[config.mk]
export PLATFORM = sky130hd
export DESIGN_NAME = lc3b_alu_arbiter_flat
export DESIGN_NICKNAME = d
export VERILOG_FILES = /design/src/rtl/lc3b_alu_arbiter_if.sv /design/src/rtl/lc3b_alu_arbiter.sv /design/src/flat_wrapper.sv
export SDC_FILE = /design/constraint.sdc
export NUM_CORES = 1
export LEC_CHECK = 0
export BUFFER_PORTS_ARGS = -buffer_cell sky130_fd_sc_hd__buf_2
export CORE_UTILIZATION = 39
export DETAILED_ROUTE_END_ITERATION = 12
export PLACE_DENSITY_LB_ADDON = 0.05
export SYNTH_ARGS = -nofsm -noshare
export SYNTH_HDL_FRONTEND = slang
export SYNTH_SLANG_ARGS = --single-unit
[constraint.sdc]
create_clock -name clk -period 1.9 [get_ports clk]
set_clock_uncertainty 0.15 [all_clocks]
set_input_delay 0.19 -clock clk [delete_from_list [all_inputs] [get_ports clk]]
set_output_delay 0.19 -clock clk [all_outputs]
set_load 0.05 [all_outputs]
[src/rtl/lc3b_alu_arbiter_if.sv]
// Request/response channel between one ALU requester and the arbiter.
// The master is the requester; the slave is the arbiter.
interface lc3b_alu_arbiter_if #(
   parameter int W    = 16,
   parameter int CTLW = 3
);
   logic            req_valid;
   logic            req_ready;
   logic [CTLW-1:0] req_op;
   logic [W-1:0]    req_a;
   logic [W-1:0]    req_b;
   logic            rsp_valid;
   logic            rsp_ready;
   logic [W-1:0]    rsp_data;
   logic [2:0]      rsp_nzp;

   modport master (
      output req_valid, req_op, req_a, req_b, rsp_ready,
      input  req_ready, rsp_valid, rsp_data, rsp_nzp
   );

   modport slave (
      input  req_valid, req_op, req_a, req_b, rsp_ready,
      output req_ready, rsp_valid, rsp_data, rsp_nzp
   );
endinterface

[src/rtl/lc3b_alu_arbiter.sv]
// Round-robin sharing of one combinational LC-3b ALU between two requesters.
// Each requester owns a one-entry result slot carrying the data and its N/Z/P code.
module lc3b_alu_arbiter #(
   parameter int W    = 16,
   parameter int CTLW = 3
) (
   input  logic              clk,
   input  logic              rst_n,
   lc3b_alu_arbiter_if.slave ch0,
   lc3b_alu_arbiter_if.slave ch1,
   output logic [W-1:0]      alu_a_o,
   output logic [W-1:0]      alu_b_o,
   output logic [CTLW-1:0]   alu_ctl_o,
   input  logic [W-1:0]      alu_out_i
);
   localparam int NUM_REQ = 2;

   logic [NUM_REQ-1:0]                 req_vld;
   logic [NUM_REQ-1:0]                 rsp_rdy;
   logic [NUM_REQ-1:0][CTLW-1:0]       req_op;
   logic [NUM_REQ-1:0][W-1:0]          req_a;
   logic [NUM_REQ-1:0][W-1:0]          req_b;
   logic [NUM_REQ-1:0]                 elig;
   logic [NUM_REQ-1:0]                 grant;
   logic [2:0]                         alu_nzp;

   logic [NUM_REQ-1:0]                 rsp_vld_q, rsp_vld_d;
   logic [NUM_REQ-1:0][W-1:0]          rsp_data_q, rsp_data_d;
   logic [NUM_REQ-1:0][2:0]            rsp_nzp_q, rsp_nzp_d;
   logic                               rr_ptr_q, rr_ptr_d;

   assign req_vld = {ch1.req_valid, ch0.req_valid};
   assign rsp_rdy = {ch1.rsp_ready, ch0.rsp_ready};
   assign req_op  = {ch1.req_op, ch0.req_op};
   assign req_a   = {ch1.req_a, ch0.req_a};
   assign req_b   = {ch1.req_b, ch0.req_b};

   // A requester may be granted only if its slot is empty or drains this cycle;
   // nothing is granted while reset is held so the ALU pins stay quiet.
   assign elig = {NUM_REQ{rst_n}} & req_vld & (~rsp_vld_q | rsp_rdy);

   // Round-robin pick: pointer decides only when both contend.
   always_comb begin
      grant = '0;
      if (&elig) grant[rr_ptr_q] = 1'b1;
      else       grant = elig;
   end

   // Steer the granted requester onto the ALU pins; idle pins are zero.
   always_comb begin
      alu_a_o   = '0;
      alu_b_o   = '0;
      alu_ctl_o = '0;
      for (int i = 0; i < NUM_REQ; i++) begin
         if (grant[i]) begin
            alu_a_o   = req_a[i];
            alu_b_o   = req_b[i];
            alu_ctl_o = req_op[i];
         end
      end
   end

   assign alu_nzp = alu_out_i[W-1]      ? 3'b100 :
                    (alu_out_i == '0)   ? 3'b010 : 3'b001;

   // Slot next state: a grant reloads (even if draining), otherwise a drain empties.
   always_comb begin
      rsp_vld_d  = rsp_vld_q;
      rsp_data_d = rsp_data_q;
      rsp_nzp_d  = rsp_nzp_q;
      for (int i = 0; i < NUM_REQ; i++) begin
         if (grant[i]) begin
            rsp_vld_d[i]  = 1'b1;
            rsp_data_d[i] = alu_out_i;
            rsp_nzp_d[i]  = alu_nzp;
         end else if (rsp_rdy[i] && rsp_vld_q[i]) begin
            rsp_vld_d[i]  = 1'b0;
         end
      end
   end

   // The pointer only moves on contention; the winner yields to the other side.
   always_comb begin
      rr_ptr_d = rr_ptr_q;
      if (&elig) rr_ptr_d = ~rr_ptr_q;
   end

   // Result slots and arbitration pointer; reset drops any in-flight capture.
   always_ff @(posedge clk) begin
      if (!rst_n) begin
         rsp_vld_q  <= '0;
         rsp_data_q <= '0;
         rsp_nzp_q  <= '0;
         rr_ptr_q   <= 1'b0;
      end else begin
         rsp_vld_q  <= rsp_vld_d;
         rsp_data_q <= rsp_data_d;
         rsp_nzp_q  <= rsp_nzp_d;
         rr_ptr_q   <= rr_ptr_d;
      end
   end

   assign ch0.req_ready = grant[0];
   assign ch1.req_ready = grant[1];
   assign ch0.rsp_valid = rsp_vld_q[0];
   assign ch1.rsp_valid = rsp_vld_q[1];
   assign ch0.rsp_data  = rsp_data_q[0];
   assign ch1.rsp_data  = rsp_data_q[1];
   assign ch0.rsp_nzp   = rsp_nzp_q[0];
   assign ch1.rsp_nzp   = rsp_nzp_q[1];
endmodule

[src/flat_wrapper.sv]
// flat-port wrapper written by rule: the top's interface ports become plain ports
module lc3b_alu_arbiter_flat 
#(
   parameter int W    = 16,
   parameter int CTLW = 3
)
  (clk, rst_n, alu_a_o, alu_b_o, alu_ctl_o, alu_out_i, ch0_req_valid, ch0_req_op, ch0_req_a, ch0_req_b, ch0_rsp_ready, ch0_req_ready, ch0_rsp_valid, ch0_rsp_data, ch0_rsp_nzp, ch1_req_valid, ch1_req_op, ch1_req_a, ch1_req_b, ch1_rsp_ready, ch1_req_ready, ch1_rsp_valid, ch1_rsp_data, ch1_rsp_nzp);
  lc3b_alu_arbiter_if #(.W(W), .CTLW(CTLW)) ch0_i ();
  lc3b_alu_arbiter_if #(.W(W), .CTLW(CTLW)) ch1_i ();
  input  logic clk;
  input  logic rst_n;
  output logic [W-1:0] alu_a_o;
  output logic [W-1:0] alu_b_o;
  output logic [CTLW-1:0] alu_ctl_o;
  input  logic [W-1:0] alu_out_i;
  input wire logic [$bits(ch0_i.req_valid)-1:0] ch0_req_valid;
  input wire logic [$bits(ch0_i.req_op)-1:0] ch0_req_op;
  input wire logic [$bits(ch0_i.req_a)-1:0] ch0_req_a;
  input wire logic [$bits(ch0_i.req_b)-1:0] ch0_req_b;
  input wire logic [$bits(ch0_i.rsp_ready)-1:0] ch0_rsp_ready;
  output wire logic [$bits(ch0_i.req_ready)-1:0] ch0_req_ready;
  output wire logic [$bits(ch0_i.rsp_valid)-1:0] ch0_rsp_valid;
  output wire logic [$bits(ch0_i.rsp_data)-1:0] ch0_rsp_data;
  output wire logic [$bits(ch0_i.rsp_nzp)-1:0] ch0_rsp_nzp;
  input wire logic [$bits(ch1_i.req_valid)-1:0] ch1_req_valid;
  input wire logic [$bits(ch1_i.req_op)-1:0] ch1_req_op;
  input wire logic [$bits(ch1_i.req_a)-1:0] ch1_req_a;
  input wire logic [$bits(ch1_i.req_b)-1:0] ch1_req_b;
  input wire logic [$bits(ch1_i.rsp_ready)-1:0] ch1_rsp_ready;
  output wire logic [$bits(ch1_i.req_ready)-1:0] ch1_req_ready;
  output wire logic [$bits(ch1_i.rsp_valid)-1:0] ch1_rsp_valid;
  output wire logic [$bits(ch1_i.rsp_data)-1:0] ch1_rsp_data;
  output wire logic [$bits(ch1_i.rsp_nzp)-1:0] ch1_rsp_nzp;
  assign ch0_i.req_valid = ch0_req_valid;
  assign ch0_i.req_op = ch0_req_op;
  assign ch0_i.req_a = ch0_req_a;
  assign ch0_i.req_b = ch0_req_b;
  assign ch0_i.rsp_ready = ch0_rsp_ready;
  assign ch0_req_ready = ch0_i.req_ready;
  assign ch0_rsp_valid = ch0_i.rsp_valid;
  assign ch0_rsp_data = ch0_i.rsp_data;
  assign ch0_rsp_nzp = ch0_i.rsp_nzp;
  assign ch1_i.req_valid = ch1_req_valid;
  assign ch1_i.req_op = ch1_req_op;
  assign ch1_i.req_a = ch1_req_a;
  assign ch1_i.req_b = ch1_req_b;
  assign ch1_i.rsp_ready = ch1_rsp_ready;
  assign ch1_req_ready = ch1_i.req_ready;
  assign ch1_rsp_valid = ch1_i.rsp_valid;
  assign ch1_rsp_data = ch1_i.rsp_data;
  assign ch1_rsp_nzp = ch1_i.rsp_nzp;
  lc3b_alu_arbiter #(.W(W), .CTLW(CTLW)) u_core (.clk(clk), .rst_n(rst_n), .ch0(ch0_i), .ch1(ch1_i), .alu_a_o(alu_a_o), .alu_b_o(alu_b_o), .alu_ctl_o(alu_ctl_o), .alu_out_i(alu_out_i));
endmodule
# Word-level counts from Yosys, hierarchy flattened
# Cells that the tools add are included.
[word_totals]
in_bits = 92
register_bits = 41
[classes]
n_bitwise = 5
n_reduce_logical = 7
n_mux = 15
order_cmp = 2
[ops]
columns = ["op", "count"]
rows = [
  ["16-bit 2-to-1 mux", 4],
  ["16-bit logical NOT", 1],
  ["3-bit 2-to-1 mux", 3],
  ["1-bit 2-to-1 mux", 5],
  ["2-bit bitwise AND", 2],
  ["2-bit 2-to-1 mux", 2],
  ["2-bit nonzero test", 2],
  ["1-bit logical AND", 3],
  ["1-bit by 2-bit < comparator with 1-bit output (second input constant)", 1],
  ["2-bit NOT", 1],
  ["2-bit OR", 1],
  ["2-bit AND reduction", 1],
  ["1-bit demux with 1-bit select", 1],
  ["1-bit greater-or-equal comparator (second input constant)", 1],
  ["1-bit NOT", 1],
]

# Longest topological paths before layout
[logic_depth]
ltp_word = 7
depth_mapped = 6
mapped_depth_nobuf = 5

# Worst setup path after synthesis
# OpenSTA, ideal clock, no wires.
[synth_path]
path_type = "register to output"
startpoint = "register u_core.rsp_vld_q[0]"
endpoint = "output alu_b_o[10]"
required_ps = 1560
arrival_ps = 1972
path_stages_with_launch = 7
path_buffers = 1
slack_ps = -412
path_cell_list = "dfxtp_1 nand2b_1 a211o_1 inv_2 buf_2 nand2_1 nand2_1"
[synth_lines]
columns = ["item", "line", "source"]
rows = [
  ["start, declared", "lc3b_alu_arbiter.sv:27", "logic [NUM_REQ-1:0] rsp_vld_q, rsp_vld_d;"],
  ["start signal, assigned", "lc3b_alu_arbiter.sv:96", "rsp_vld_q <= rsp_vld_d;"],
  ["2-bit NOT", "lc3b_alu_arbiter.sv:40", "assign elig = {NUM_REQ{rst_n}} & req_vld & (~rsp_vld_q | rsp_rdy);"],
  ["2-bit OR", "lc3b_alu_arbiter.sv:40", ""],
  ["2-bit bitwise AND", "lc3b_alu_arbiter.sv:40", ""],
  ["2-bit AND reduction", "lc3b_alu_arbiter.sv:45", "if (&elig) grant[rr_ptr_q] = 1'b1;"],
  ["2-bit 2-to-1 mux", "lc3b_alu_arbiter.sv:45", ""],
  ["via ch1_req_ready", "flat_wrapper.sv:30", "output wire logic [$bits(ch1_i.req_ready)-1:0] ch1_req_ready;"],
  ["16-bit 2-to-1 mux", "lc3b_alu_arbiter.sv:55", "if (grant[i]) begin"],
  ["end, declared", "flat_wrapper.sv:13", "output logic [W-1:0] alu_b_o;"],
]
# The timed path passes the listed nets, and every way through them passes these cells.

# Final worst setup path
[layout_path]
startpoint = "register u_core.rsp_vld_q[1]"
endpoint = "output alu_a_o[12]"
[layout_between]
elab_chain_cells = 7
[layout_lines]
columns = ["item", "line", "source"]
rows = [
  ["2-bit NOT (*)", "lc3b_alu_arbiter.sv:40", ""],
  ["2-bit OR (*)", "lc3b_alu_arbiter.sv:40", ""],
  ["2-bit bitwise AND (*)", "lc3b_alu_arbiter.sv:40", ""],
  ["2-bit AND reduction", "lc3b_alu_arbiter.sv:45", ""],
  ["2-bit 2-to-1 mux (*)", "lc3b_alu_arbiter.sv:45", ""],
  ["16-bit 2-to-1 mux", "lc3b_alu_arbiter.sv:55", ""],
  ["16-bit 2-to-1 mux (*)", "lc3b_alu_arbiter.sv:55", ""],
  ["end, declared", "flat_wrapper.sv:12", "output logic [W-1:0] alu_a_o;"],
]
# Every way passes the cells marked *; elsewhere a longest branch is shown, timed or not.

==> reports/metrics.csv <==
stage,metric,value,unit
clock_tree,clk_lat worst skew,0.28,ns
timing,final worst-path cycle share,105,%
placed_design,pre-CTS WS,0.0245,ns
timing,setup slack after layout,-0.0938,ns
timing,Slew HR,73.1,%
cells_and_area,layout cells sized above 1,57.0,%
placed_design,placer's final routability congestion estimate,0.728,
timing,Final Hold Vio Count,0,
floorplanning,FP Rows,26,
critical_path,crit-path max FO,12,
cells_and_area,fin nets,563,
synthesis,mapped cell area,2090,sq um
routing,post-route ant nets,0,
timing,RSZ-0062 raised after global routing,true,
outcome,outcome,"finished, violations left",
cells_and_area,most frequent cells in the layout,"131 x buf_2, 50 x nand2_1, 46 x nand3_1",
routing,Via density,5.40,
placed_design,port bufs,168,
critical_path,Critical Path End Type,primary output,
routing,DR DRC count,0,
routing,DR WL/cell,16.7,microns
floorplanning,DIE HEIGHT,75.3,microns
critical_path,CP Class,reg -> out,
clock_tree,CTS HTree Levels,2,
clock_tree,Clock transition at path regs,0.07,ns
synthesis,Mapped Avg Cell Area,7.00,sq um
worst_hold_path,hold path cells,3,
clock_tree,Clock Tree Root,clkbuf_8,
pwr,peak supply drop,0.550,mV
cells_and_area,"most common cell after layout, fill and taps aside",buf_2,
critical_path,type of origin of the critical path,flop,
global_route,first-pass GRT wire length,11.7,mm
global_route,grt total ovfl,0,
floorplanning,Die X,75.3,microns
global_route,GRT Total Usage,27.3,%
critical_path,Worst Path Arrival,1.65,ns
clock_tree,CTS max path bufs,2,
pwr,Overall Power,0.00248,W
global_route,initial antenna violation count,0,
floorplanning,Starting Density,40.7,%
worst_hold_path,Worst Hold Class,in -> reg,
routing,DR vias,2930,
floorplanning,Ports,169,
timing,Max Fclk,0.502,GHz
clock_tree,TritonCTS clock tree,built,
synthesis,count of cell types in the netlist,26,
timing,Hold WS,0.00855,ns
timing,setup violation total in the final timing report,35,
clock_tree,Sink Count,39,
synthesis,Synth warnings,0,
synthesis,#FFs+latches synth,39,
synthesis,syn_nets,391,
timing,minimum clock period,1.99,ns
global_route,vias in the first global route,2472,
outcome,failing checks,setup timing,
cells_and_area,post-route design area,3930,sq um
timing,Final Max Tran Viols,0,
floorplanning,Die Area,5660,sq um
timing,worst-margin pin slew,0.400,ns
routing,final WL,9.06,mm
critical_path,R2R depth,6,
cells_and_area,fin util,76.5,%
cells_and_area,area grow syn2layout,87.8,%
routing,Detailed Routing Iterations Pass 1,5,
pwr,Leak Pwr,1.94,nW
clock_tree,TritonCTS buffer count,5,
synthesis,post-synthesis sequential area ratio,37.3,%
routing,drt initial violations,147,
global_route,largest net degree at the start of global routing,47,
floorplanning,CORE AREA,5140,sq um
placed_design,placed cell areas,3160,sq um
pwr,Power Density,631,nW/um^2
critical_path,WP data required,1.56,ns
flow_run,Max-Cap Viols,0,
clock_tree,hold buffer count at cts,0,
placed_design,post-detail-place hpwl,5.26,mm
synthesis,Synth Instances,299,
## synthesized netlist by cell type
cell type  instances  area (sq um)
nor3_1             2          10.0
nor2b_1            2          12.5
clkbuf_1           6          22.5
inv_2              1          3.75
and2_1             3          18.8
and3_1             1          6.26
o21ai_0           16          80.1
xnor2_1            1          8.76
nand2_1          105           394
a31o_2             1          8.76
dfxtp_1           39           781
o21ai_1            1          5.00
nand2b_1           2          12.5
inv_1              1          3.75
buf_2             11          55.1
nand4_1            2          12.5
nand3_1           53           265
nor2_1             1          3.75
a211o_1            1          8.76
buf_4              7          52.6
clkbuf_2           1          5.00
a21boi_0          19           143
a21boi_1          15           113
a32o_1             2          20.0
buf_6              2          22.5
nor4_1             4          25.0
## worst max-delay path: stages, from the launching register on
cell,delay [ns]
dfxtp_2,0.32
nor2b_4,0.12
a211o_4,0.36
clkinv_8,0.10
buf_12,0.14
nand2_1,0.09
nand2_2,0.08
buf_8,0.14
## registers in the layout, summed over array words and instances (netlist names)
name                 count
u_core.ch1.rsp_data     16
u_core.rr_ptr_q          1
u_core.rsp_vld_q         2
u_core.ch0.rsp_data     16
u_core.ch0.rsp_nzp       2
u_core.ch1.rsp_nzp       2
## report_power, final
| group | internal, W | leakage, nW | switching, W |
|---|---|---|---|
| clock network | 0.000331 | 0.0515 | 0.000285 |
| registers | 0.000854 | 0.319 | 0.0000175 |
| logic | 0.000378 | 1.57 | 0.000615 |
| total | 0.00156 | 1.94 | 0.000918 |
## cells by family after synthesis
group                     share of synthesized area [%]
AOI/OAI and AO/OA                                  18.1
DFF                                                37.3
and+or+nand+nor                                    36.3
xor gates and xnor gates                          0.418
buffers and inverters                              7.89
## area by class of cell
cell class              count  area [sq um]
diodes                      1          2.50
clock buffers               8           100
fillers                   392          1210
inverters                   2          20.0
multi-input cells         231          1430
flip-flops and latches     39           783
well taps                  70          87.6
repair buffers            192          1510
## worst paths after layout
path | start | end | slack, ns
worst max-delay path | u_core.rsp_vld_q[1] | alu_a_o[12] | -0.09
worst min-delay path | alu_out_i[2] | u_core.ch1.rsp_data[2] | 0.009
worst min register to register | u_core.ch1.rsp_data[8] | u_core.ch1.rsp_data[8] | 0.30
worst max register to register | u_core.rsp_vld_q[1] | u_core.ch0.rsp_data[11] | 0.26
## stage by stage
step	TNS (ns)	instances
6_report	-2.19	543
2_1_floorplan	-0.00494	299
5_1_grt	-4.51	542
3_5_place_dp	0	525
3_3_place_gp	0	525
4_1_cts	-2.74	540
## metal layers
metal / GRT usage, % / up-vias / part of all wire (%)
met5: 0 / - / 0
met2: 48.8 / 185 / 51
met4: 9.47 / 0 / 3.0
met1: 32.5 / 1363 / 38
li1: - / 1352 / -
met3: 5.35 / 30 / 7.9
## repair_timing
action                                  in CTS  in global routing
endpoints found under the setup margin      37                 37
gates cloned                                 2                  3
setup buffers                                5                  0
gates resized for setup                    117                 36
pin swaps                                    1                  3
Power figures use the tool's default switching activity.
